File: config.mk
export PLATFORM = sky130hd
export DESIGN_NAME = serial_adder
export DESIGN_NICKNAME = d
export VERILOG_FILES = /design/src/rtl/serial_adder.sv
export SDC_FILE = /design/constraint.sdc
export NUM_CORES = 1
export LEC_CHECK = 0
export ABC_AREA = 1
export BUFFER_PORTS_ARGS = -buffer_cell sky130_fd_sc_hd__buf_2
export CAP_MARGIN = 20
export CELL_PAD_IN_SITES_DETAIL_PLACEMENT = 2
export CELL_PAD_IN_SITES_GLOBAL_PLACEMENT = 2
export CORE_MARGIN = 5
export CORE_UTILIZATION = 33
export CTS_CLUSTER_DIAMETER = 60
export DETAILED_ROUTE_END_ITERATION = 10
export PLACE_DENSITY_LB_ADDON = 0.1
export RECOVER_POWER = 100
export SYNTH_ARGS = -nofsm -noshare
export SYNTH_HDL_FRONTEND = slang
export SYNTH_SLANG_ARGS = --single-unit
File: constraint.sdc
create_clock -name clk -period 3 [get_ports clk]
set_clock_uncertainty 0.05 [all_clocks]
set_input_delay 0.45 -clock clk [delete_from_list [all_inputs] [get_ports clk]]
set_output_delay 0.45 -clock clk [all_outputs]
set_load 0.02 [all_outputs]
File: src/rtl/serial_adder.sv
`default_nettype none
// ============================================================================
// Module   : serial_adder
// Purpose  : Bit-serial adder. A single full-adder slice and a carry register
//            consume one operand bit per clock, LSB first, giving a+b+cin.
// Revision : 1.0  initial release
// ============================================================================
module serial_adder #(
    parameter int WIDTH = 8
) (
    input  logic             clk,
    input  logic             rst,
    input  logic             start,
    input  logic [WIDTH-1:0] a,
    input  logic [WIDTH-1:0] b,
    input  logic             cin,
    output logic [WIDTH-1:0] sum,
    output logic             cout,
    output logic             busy,
    output logic             done
);

    localparam int c_CNT_W = (WIDTH > 2) ? $clog2(WIDTH) : 1;
    localparam logic [c_CNT_W-1:0] c_LAST = c_CNT_W'(WIDTH - 1);

    typedef enum logic [1:0] {
        S_IDLE  = 2'd0,
        S_SHIFT = 2'd1,
        S_DONE  = 2'd2
    } state_t;

    state_t             r_state;
    logic [WIDTH-1:0]   r_a;
    logic [WIDTH-1:0]   r_b;
    logic [WIDTH-1:0]   r_s;
    logic               r_c;
    logic [c_CNT_W-1:0] r_cnt;

    logic w_s;
    logic w_c;
    logic w_last;

    // Full-adder slice on the current LSBs and the running carry.
    assign w_s    = r_a[0] ^ r_b[0] ^ r_c;
    assign w_c    = (r_a[0] & r_b[0]) | (r_a[0] & r_c) | (r_b[0] & r_c);
    assign w_last = (r_cnt == c_LAST);

    always_ff @(posedge clk) begin
        if (rst) begin
            r_state <= S_IDLE;
            r_a     <= '0;
            r_b     <= '0;
            r_s     <= '0;
            r_c     <= 1'b0;
            r_cnt   <= '0;
            sum     <= '0;
            cout    <= 1'b0;
            busy    <= 1'b0;
            done    <= 1'b0;
        end else begin
            case (r_state)
                // DONE accepts start exactly like IDLE, enabling back-to-back adds.
                S_IDLE, S_DONE: begin
                    if (start) begin
                        r_a     <= a;
                        r_b     <= b;
                        r_s     <= '0;
                        r_c     <= cin;
                        r_cnt   <= '0;
                        r_state <= S_SHIFT;
                        busy    <= 1'b1;
                        done    <= 1'b0;
                    end else begin
                        r_state <= S_IDLE;
                        busy    <= 1'b0;
                        done    <= 1'b0;
                    end
                end
                S_SHIFT: begin
                    r_a   <= r_a >> 1;
                    r_b   <= r_b >> 1;
                    r_s   <= {w_s, r_s[WIDTH-1:1]};
                    r_c   <= w_c;
                    r_cnt <= r_cnt + c_CNT_W'(1);
                    if (w_last) begin
                        sum     <= {w_s, r_s[WIDTH-1:1]};
                        cout    <= w_c;
                        r_state <= S_DONE;
                        busy    <= 1'b0;
                        done    <= 1'b1;
                    end
                end
                default: begin
                    r_state <= S_IDLE;
                    busy    <= 1'b0;
                    done    <= 1'b0;
                end
            endcase
        end
    end

endmodule
`default_nettype wire

==> results.md <==
* PortBufs at 30
* CTS tree: done
* Layout cells sized above 1 at between 10% and 20%
* Post-cts repair resize count at 0
* CP Max Fanout at 24
* GRT Overall Usage at 14.86%
* Grt ovf at 0
* Routed Antenna Nets at 0
* PnR worst setup slack at just under 0.8 ns
* Flop and latch count out of synthesis at 40
* Post-Syn Nets at between 200 and 300
* Type of destination of the critical path: flip-flop
* Leak at 0.0009688 µW
* Syn avg cell area at 7.271 µm²
* Status: finished clean
* Dominant synthesized flop cell: dfxtp_1
* Post-route DRC at 0
* Setup CP Type: flip-flop to flip-flop
* Switching power at 329.1 µW
* Largest net degree at the start of global routing at 35
* H-tree depth at 2
* TritonRoute pass-1 iters at 4
* Number of synthesized flops with an enable pin at 0
* Final Critical Period at 2.232 ns
* CTS sink cnt at 40
* Pins Over Slew Limit at 0
* Worst Tran Pin Value at roughly 0.79 ns
* Synth top area share at 43.36%
* Arr. time, crit path at between 2 and 2.5 ns
* Seq pwr share at between 40% and 50%
* Number of global-route vias before repair at 1768
* Die Y at roughly 85 µm
* # IOs at 31
* RSZ-0062 raised after global routing: no
* Post-synth ARST share at 0%
* Final net count at 300
* Reported max-cap violation count at 0
* Iter 0 DRT Violations at 65
* Logic pwr share at 13.3%
* Starting Density at approximately a third
* Top-count cell post-synth: nand2_1
* Worst-skew pair later-pin latency at 0.30 ns
* DR vias/cell at 4.817
* Core Region at 5473 µm²
* Row count at 27
* Switching Fraction at approximately 27%
* CP required at 3.18 ns
* Crit start category: flip-flop
* Max VDD drop at 0.2249 mV
* Hold buffer count at cts at 0
* Root buffer cell: clkbuf_8
* Synth area leaders: dfxtp_1, nand2_1, nor2_1
* Wirelength per Cell at 14.37 µm
* Setup Fix Bufs, Post-CTS at 0
* Via count at 1686
* P per Cell Area at 583.6 nW/µm²
* Final cycle utilization of the critical path at 74.39%
* HPWL after DPL at 3.402 mm
* Setup total negative slack at 0 ns
* Initial antenna violation count at 0
* Clk pin slew, worst setup/hold paths at 0.09 ns
* Leading area contributor after synthesis: dfxtp_1
* Yosys warns at 0
* Count of cell types in the netlist at 24
* Post-Synthesis Cells at 254
* Most frequent cells after synthesis: nand2_1, nor2_1, dfxtp_1, nand3_1, inv_1
* Num CTS Buffers at 5
* Gpl congestion at 0.6712
* Tot Pwr at 1222 µW
* Min-Delay Path Class: input pin to flip-flop
* Die area at 7193 µm²
* Clock power share at about two fifths
* Ant. Diodes at 0
* Final wirelength at 5.029 mm
* Final Hold Viols at 0
* CTS max path bufs at 2
* Fmax at 448.1 MHz
* Max-slew headroom at 47.26%
* Pint at 893.2 µW
* Post-synthesis sequential area ratio at a little over two fifths
* Pre-CTS setup slack at 0.9399 ns
* Final setup viols at 0
* Mapped cell area at 1847 µm²
* Area growth syn-to-layout at 13.41%
* Hold slack at 0.3471 ns
* Die Width at 84.81 µm
* First-pass GRT wire length at between 8 and 9 mm
==> worst paths after layout <==
kind	start	to	slack, ns	cells past startpoint
max	r_state[0]	r_b[5]	0.77	6
min	b[7]	r_b[7]	0.35	3
min reg2reg	r_s[4]	sum[3]	0.43	2
max reg2reg	r_state[0]	r_b[5]	0.77	6
==> layout by cell type, fill, tap and decap left out <==
| cell type | n |
|---|---|
| a21boi_0 | 1 |
| a21oi_1 | 4 |
| buf_2 | 19 |
| bufinv_16 | 1 |
| clkbuf_1 | 11 |
| clkbuf_8 | 6 |
| clkinv_4 | 1 |
| dfxtp_1 | 40 |
| fa_1 | 1 |
| ha_1 | 2 |
| inv_1 | 18 |
| inv_2 | 2 |
| inv_4 | 1 |
| nand2_1 | 64 |
| nand2_4 | 2 |
| nand3_1 | 26 |
| nand3b_1 | 15 |
| nor2_1 | 49 |
| nor2_4 | 1 |
| nor2_8 | 1 |
| o21a_1 | 1 |
| o21ai_0 | 8 |
| o21ai_1 | 1 |
| o22ai_1 | 3 |
==> worst max-delay path: stages (launching register included) <==
cell     delay, ns
dfxtp_1       0.81
inv_4         0.10
nand2_1       0.62
nand2_4       0.31
nand2_1       0.16
nor2_1        0.05
nor2_1        0.08
==> per-layer routing <==
| layer | part of all wire (%) | up-vias | routed length [µm] | global-route usage [%] |
|---|---|---|---|---|
| met3 | 2.8 | 4 | 141 | 3.107 |
| li1 | - | 841 | - | - |
| met5 | 0 | - | 0 | 0 |
| met4 | 0.82 | 0 | 41 | 3.885 |
| met2 | 50 | 19 | 2505 | 25.77 |
| met1 | 47 | 822 | 2341 | 18.74 |
==> cell families (layout without fill, tap and decap cells) <==
kind of cell | Yosys count | in the layout | synth area share [%]
buf+inv | 35 | 59 | 9.553
fa+ha+maj | 3 | 3 | 2.439
flops | 40 | 40 | 43.36
simple gates | 158 | 158 | 39.30
compound gates | 18 | 18 | 5.353
==> flip-flops by register name (all words and copies together), names as in the netlist <==
name     flops
busy         1
sum          8
r_b          8
cout         1
r_cnt        3
r_state      2
done         1
r_a          8
r_s          7
r_c          1
==> power by group through the flow <==
stage	registers [µW]	logic, µW	clock network (µW)
2_1_floorplan	584	134	0
3_3_place_gp	595	161	0
3_5_place_dp	595	166	0
4_1_cts	583	168	490
5_1_grt	588	187	511
6_report	583	163	477
==> layout make-up <==
cell class | count | area [µm²]
Clock buffer | 6 | 82.58
Clock inverter | 2 | 38.79
Fill cell | 674 | 3378
Inverter | 21 | 81.33
Multi-Input combinational cell | 179 | 864.6
Sequential cell | 40 | 800.8
Tap cell | 72 | 90.09
Timing Repair Buffer | 30 | 136.4
==> per-stage QoR <==
stage	std cells	utilization (%)	area (µm²)
2_1_floorplan	254	-	1847
3_3_place_gp	342	36.40	1992
3_5_place_dp	342	36.40	1992
4_1_cts	350	38.61	2113
5_1_grt	350	38.27	2095
6_report	350	38.27	2095
Note: power is estimated with default switching activity, not from simulation.
